**src/rtl/exec_sched.sv**
```systemverilog
// Run/step scheduler for cpu_core: turns debounced button pulses into load/start requests and a gated step enable.
// Optional STEP_COUNT_EN macro builds a saturating step counter; otherwise step_count is tied to zero.
module exec_sched #(
  parameter int DIV_WIDTH = 20,
  parameter int CNT_WIDTH = 16
) (
  input  logic                 CLK,
  input  logic                 resetn,
  input  logic                 run_pulse,
  input  logic                 mode_pulse,
  input  logic                 load_pulse,
  input  logic                 core_loaded,
  input  logic                 core_exec,
  output logic                 start_req,
  output logic                 load_req,
  output logic                 step_en,
  output logic [1:0]           mode,
  output logic [2:0]           sched_state,
  output logic [CNT_WIDTH-1:0] step_count
);

  typedef enum logic [2:0] {
    S_IDLE  = 3'd0,
    S_LOAD  = 3'd1,
    S_ARMED = 3'd2,
    S_RUN   = 3'd3,
    S_PAUSE = 3'd4,
    S_DONE  = 3'd5
  } state_t;

  localparam logic [1:0] M_FAST   = 2'b00;
  localparam logic [1:0] M_SLOW   = 2'b01;
  localparam logic [1:0] M_SINGLE = 2'b10;

  state_t               state_r;
  state_t               state_s;
  logic [1:0]           mode_r;
  logic [DIV_WIDTH-1:0] div_r;
  logic                 seen_exec_r;
  logic                 start_s;
  logic                 load_s;
  logic                 step_s;
  logic                 entry_s;
  logic                 stay_run_s;

  // State and registered control outputs.
  always_ff @(posedge CLK or negedge resetn) begin
    if (!resetn) begin
      state_r   <= S_IDLE;
      start_req <= 1'b0;
      load_req  <= 1'b0;
      step_en   <= 1'b0;
    end else begin
      state_r   <= state_s;
      start_req <= start_s;
      load_req  <= load_s;
      step_en   <= step_s;
    end
  end

  // Next-state decision; load_pulse always outranks run_pulse.
  always_comb begin
    state_s = state_r;
    case (state_r)
      S_IDLE: begin
        if (load_pulse) state_s = S_LOAD;
        else if (run_pulse && core_loaded) state_s = S_ARMED;
        else state_s = S_IDLE;
      end
      S_LOAD: begin
        if (core_loaded) state_s = S_ARMED;
        else state_s = S_LOAD;
      end
      S_ARMED, S_PAUSE, S_DONE: begin
        if (load_pulse) state_s = S_LOAD;
        else if (run_pulse) state_s = S_RUN;
        else state_s = state_r;
      end
      S_RUN: begin
        if (load_pulse) state_s = S_LOAD;
        else if (seen_exec_r && !core_exec) state_s = S_DONE;
        else if (run_pulse && (mode_r != M_SINGLE)) state_s = S_PAUSE;
        else state_s = S_RUN;
      end
      default: state_s = S_IDLE;
    endcase
  end

  // Next values of the registered outputs; a step is only granted while RUN continues.
  always_comb begin
    load_s     = (state_s == S_LOAD) && (state_r != S_LOAD);
    start_s    = (state_s == S_RUN) && ((state_r == S_ARMED) || (state_r == S_DONE));
    entry_s    = (state_s == S_RUN) && (state_r != S_RUN);
    stay_run_s = (state_s == S_RUN) && (state_r == S_RUN);
    step_s     = 1'b0;
    if (stay_run_s) begin
      case (mode_r)
        M_FAST:   step_s = 1'b1;
        M_SLOW:   step_s = (div_r == {DIV_WIDTH{1'b1}});
        M_SINGLE: step_s = run_pulse;
        default:  step_s = 1'b0;
      endcase
    end else begin
      step_s = 1'b0;
    end
  end

  // Run mode, slow divider and the "core has started executing" flag.
  always_ff @(posedge CLK or negedge resetn) begin
    if (!resetn) begin
      mode_r      <= M_FAST;
      div_r       <= {DIV_WIDTH{1'b0}};
      seen_exec_r <= 1'b0;
    end else begin
      if (mode_pulse) begin
        case (mode_r)
          M_FAST:  mode_r <= M_SLOW;
          M_SLOW:  mode_r <= M_SINGLE;
          default: mode_r <= M_FAST;
        endcase
      end
      if (mode_pulse || entry_s) begin
        div_r <= {DIV_WIDTH{1'b0}};
      end else if (stay_run_s && (mode_r == M_SLOW)) begin
        div_r <= div_r + {{(DIV_WIDTH-1){1'b0}}, 1'b1};
      end
      if (entry_s) begin
        seen_exec_r <= 1'b0;
      end else if ((state_r == S_RUN) && core_exec) begin
        seen_exec_r <= 1'b1;
      end
    end
  end

  assign mode        = mode_r;
  assign sched_state = state_r;

`ifdef STEP_COUNT_EN
  logic [CNT_WIDTH-1:0] step_count_r;

  // Steps since the last start, saturating at all-ones.
  always_ff @(posedge CLK or negedge resetn) begin
    if (!resetn) begin
      step_count_r <= {CNT_WIDTH{1'b0}};
    end else if (start_s) begin
      step_count_r <= {CNT_WIDTH{1'b0}};
    end else if (step_en && (step_count_r != {CNT_WIDTH{1'b1}})) begin
      step_count_r <= step_count_r + {{(CNT_WIDTH-1){1'b0}}, 1'b1};
    end
  end

  assign step_count = step_count_r;
`else
  assign step_count = {CNT_WIDTH{1'b0}};
`endif

endmodule

```
**config.mk**
```make
export PLATFORM = sky130hd
export DESIGN_NAME = exec_sched
export DESIGN_NICKNAME = d
export VERILOG_FILES = /design/src/rtl/exec_sched.sv
export SDC_FILE = /design/constraint.sdc
export NUM_CORES = 1
export LEC_CHECK = 0
export CAP_MARGIN = 20
export CORE_MARGIN = 3
export CORE_UTILIZATION = 25
export DETAILED_ROUTE_END_ITERATION = 10
export GPL_ROUTABILITY_DRIVEN = 0
export PLACE_DENSITY = 0.48
export SLEW_MARGIN = 25
export SYNTH_ARGS = -nofsm -noshare
export SYNTH_HDL_FRONTEND = slang
export SYNTH_SLANG_ARGS = --single-unit
```
**constraint.sdc**
```tcl
create_clock -name CLK -period 2.35 [get_ports CLK]
set_clock_uncertainty 0.1 [all_clocks]
set_input_delay 0.47 -clock CLK [delete_from_list [all_inputs] [get_ports CLK]]
set_output_delay 0.47 -clock CLK [all_outputs]
set_load 0.05 [all_outputs]
```
==> run_results.csv <==
group,metric,value,unit
status,status,"finished clean",
synthesis,synth_area_per_cell,9.324,sq um
routing,antenna_left,0,
power,p_leak,1.101,nW
routing,totalWireLength,3893,um
placed_design,placed_area,2053,sq um
power,switching_share,0.4083,
clock_network,cts_tree,"built",
timing,finalSetupTns,0,ns
setup_path,endpoint_kind,"flip-flop",
power,power_density,852.2,nW/um^2
setup_path,ff2ff_path_depth,6,
setup_path,critPathMaxFanout,17,
placed_design,dp_slack,-0.3146,ns
power,pwr-share-comb,0.398,
cells_and_area,fin_util,0.3283,
cells_and_area,drive_gt1_frac,0.1651,
global_routing,overflow,0,
cells_and_area,multi_input_area,910.9,sq um
setup_path,worstSetupStartpointType,"input port",
power,pwr-share-clk,0.238,
timing,fmax,453.3,MHz
routing,firstDrtPassIters,4,
setup_path,required,2.41,ns
synthesis,yosysTopAreaCell,"dfrtp_1",
floorplanning,core,6568,sq um
cells_and_area,fin_cells,311,
synthesis,synthesis.area,1753,sq um
cells_and_area,fillers,678,
setup_path,reg2reg_slack,0.18,ns
routing,drt_iter0_drc,64,
global_routing,antenna_found_initial,0,
floorplanning,ioPinCount,31,
routing,wl_per_cell,12.52,um
cells_and_area,register_area,732.0,sq um
cells_and_area,final_area,2156,sq um
timing,slew_headroom,0.6395,
synthesis,ys.flop_type,"dfrtp_1",
global_routing,grt_first_pass_wirelength,6699,um
floorplanning,num_rows,29,
global_routing,grt_pass1_vias,1386,
placed_design,dpl.hpwl,2703,um
synthesis,synth-seq-area-share,0.4140,
setup_path,critPathArrivalTime,2.27,ns
power,p_switching,0.7501,mW
timing,min_period,2.206,ns
cells_and_area,num_antenna_cells,0,
clock_network,htreeDepth,2,
placed_design,port_buffers,14,
floorplanning,dieArea,8052,sq um
clock_network,cts_max_path_buffers,2,
worst_hold_path,hp-class,"flip-flop to flip-flop",
clock_network,postCtsSetupBuffers,0,
clock_network,cts.sinks,29,
timing,holdWs,0.3881,ns
setup_path,critPathKind,"input port to flip-flop",
routing,vias_per_cell,4.698,
synthesis,yosysTopAreaCellShare,0.4140,
synthesis,ys_seq_elements,29,
clock_network,numCtsBuffers,5,
floorplanning,die_x,89.74,um
timing,rsz0062_at_grt,"false",
synthesis,yosys.cell_types.count,46,
clock_network,clkLatencyLatePin,0.28,ns
global_routing,grt.total_usage,0.1015,
global_routing,grt_max_degree,30,
placed_design,dp.cells,303,
routing,vias,1461,
power,total_power,1.837,mW
worst_hold_path,holdPathStages,1,
synthesis,yosys-top-cells-area,"dfrtp_1 41%, a211o_1 7.5%, buf_4 7.3%, and3_1 6.4%, nor3_1 5.1%",
clock_network,clockRootBuffer,"clkbuf_8",
timing,hold_viol_final,0,
power,seqPwrFrac,0.364,
power,vdd_drop_max,0.0003651,V
timing,finalMaxSlewViolations,0,
clock_network,path_clk_slew,0.07,ns
timing,post-route-period-util,0.9387,
timing,setup_ws,0.1441,ns
timing,worst_slew_pin_slew,0.5387,ns
cells_and_area,nets,225,
synthesis,async_reset_ff_frac,1.000,
synthesis,synth_edf_count,0,
synthesis,synth_warnings,0,
flow_run,maxCapViolations,0,
floorplanning,die_h,89.74,um
timing,finalSetupViolations,0,
cells_and_area,syn2layout_area_growth,22.98,%
routing,drc,0,
synthesis,syn_inst,188,
floorplanning,floorplan.initialDensity,0.2669,
power,p_int,1.087,mW
-- path summary, 6_finish.rpt --
check,end,startpoint
setup / recovery,div_r[4],core_exec
setup reg to reg,div_r[7],sched_state[2]
min in group asynchronous,step_en,resetn
hold / removal,seen_exec_r,seen_exec_r
hold reg to reg,seen_exec_r,seen_exec_r
max in group asynchronous,sched_state[0],resetn
-- cells in the mapped netlist (all sizes together) (5+ instances only) --
cell,count
nor2,8
nand3,9
nor3,18
a211o,15
nand2,10
buf,22
inv,5
and3,18
nand4,5
dfrtp,29
-- layout by cell type (no fill, tap or decap), drive strengths merged, types with 3 or more instances in the layout --
cell type / n
buf: 17
o21ai: 3
and3: 18
conb: 16
dfrtp: 29
a21oi: 3
inv: 5
nor3b: 3
nand3: 9
nor2: 8
nand2: 10
nor3: 18
clkdlybuf4s50: 12
clkbuf: 6
nand2b: 3
a211o: 15
nand4: 5
-- timing repair --
item / CTS / global route
endpoints found under the setup margin: 12 / 15
hold buffers: 0 / 0
resized for setup: 1 / 2
-- routing by layer --
layer / track usage / wire length (um) / vias to the layer above / share of wire
met1: 0.1343 / 1892 / 700 / 0.49
met4: 0.04342 / 46 / 0 / 0.012
met3: 0.03005 / 181 / 5 / 0.046
li1: - / - / 726 / -
met5: 0 / 0 / - / 0
met2: 0.1541 / 1772 / 30 / 0.46
-- state kept, by name (all words and copies together), names as in the netlist --
name and count:
mode 2, seen_exec_r 1, start_req 1, sched_state 3
div_r 20, load_req 1, step_en 1
-- critical path: stages --
cell	delay (ns)
clkdlybuf4s50_1	0.42
nor2b_1	0.18
o311ai_0	0.19
buf_4	0.17
a32o_1	0.22
and2_1	0.16
buf_12	0.15
a211o_1	0.29
-- area by class of cell --
| class | instances | share of cell area |
|---|---|---|
| multi-input cells | 145 | 0.4225 |
| flip-flops and latches | 29 | 0.3395 |
| repair buffers | 31 | 0.1306 |
| well taps | 93 | 0.05398 |
| clock buffers | 6 | 0.03831 |
| inverters | 5 | 0.008706 |
| clock inverters | 2 | 0.006384 |
-- power groups by stage --
stage / Clock, mW / Combinational, mW / Sequential, mW
floorplan: 0 / 0.393 / 0.796
global placement: 0 / 0.738 / 0.679
detailed placement: 0 / 0.735 / 0.680
CTS: 0.458 / 0.736 / 0.671
global route: 0.487 / 0.784 / 0.686
finish: 0.438 / 0.731 / 0.668
-- kinds of logic (layout without fill, tap and decap cells) --
| kind of cell | after synthesis | count (layout) | share of synthesized area |
|---|---|---|---|
| muxes | 3 | 3 | 0.01856 |
| xor gates and xnor gates | 1 | 1 | 0.004997 |
| AOI/OAI and AO/OA | 33 | 33 | 0.1492 |
| other | 1 | 16 | 0.002139 |
| adders and majority gates | 1 | 1 | 0.007137 |
| DFF | 29 | 29 | 0.4140 |
| and+or+nand+nor | 91 | 91 | 0.2984 |
| buffers and inverters | 29 | 44 | 0.1056 |
Note: power is estimated with default switching activity, not from simulation.
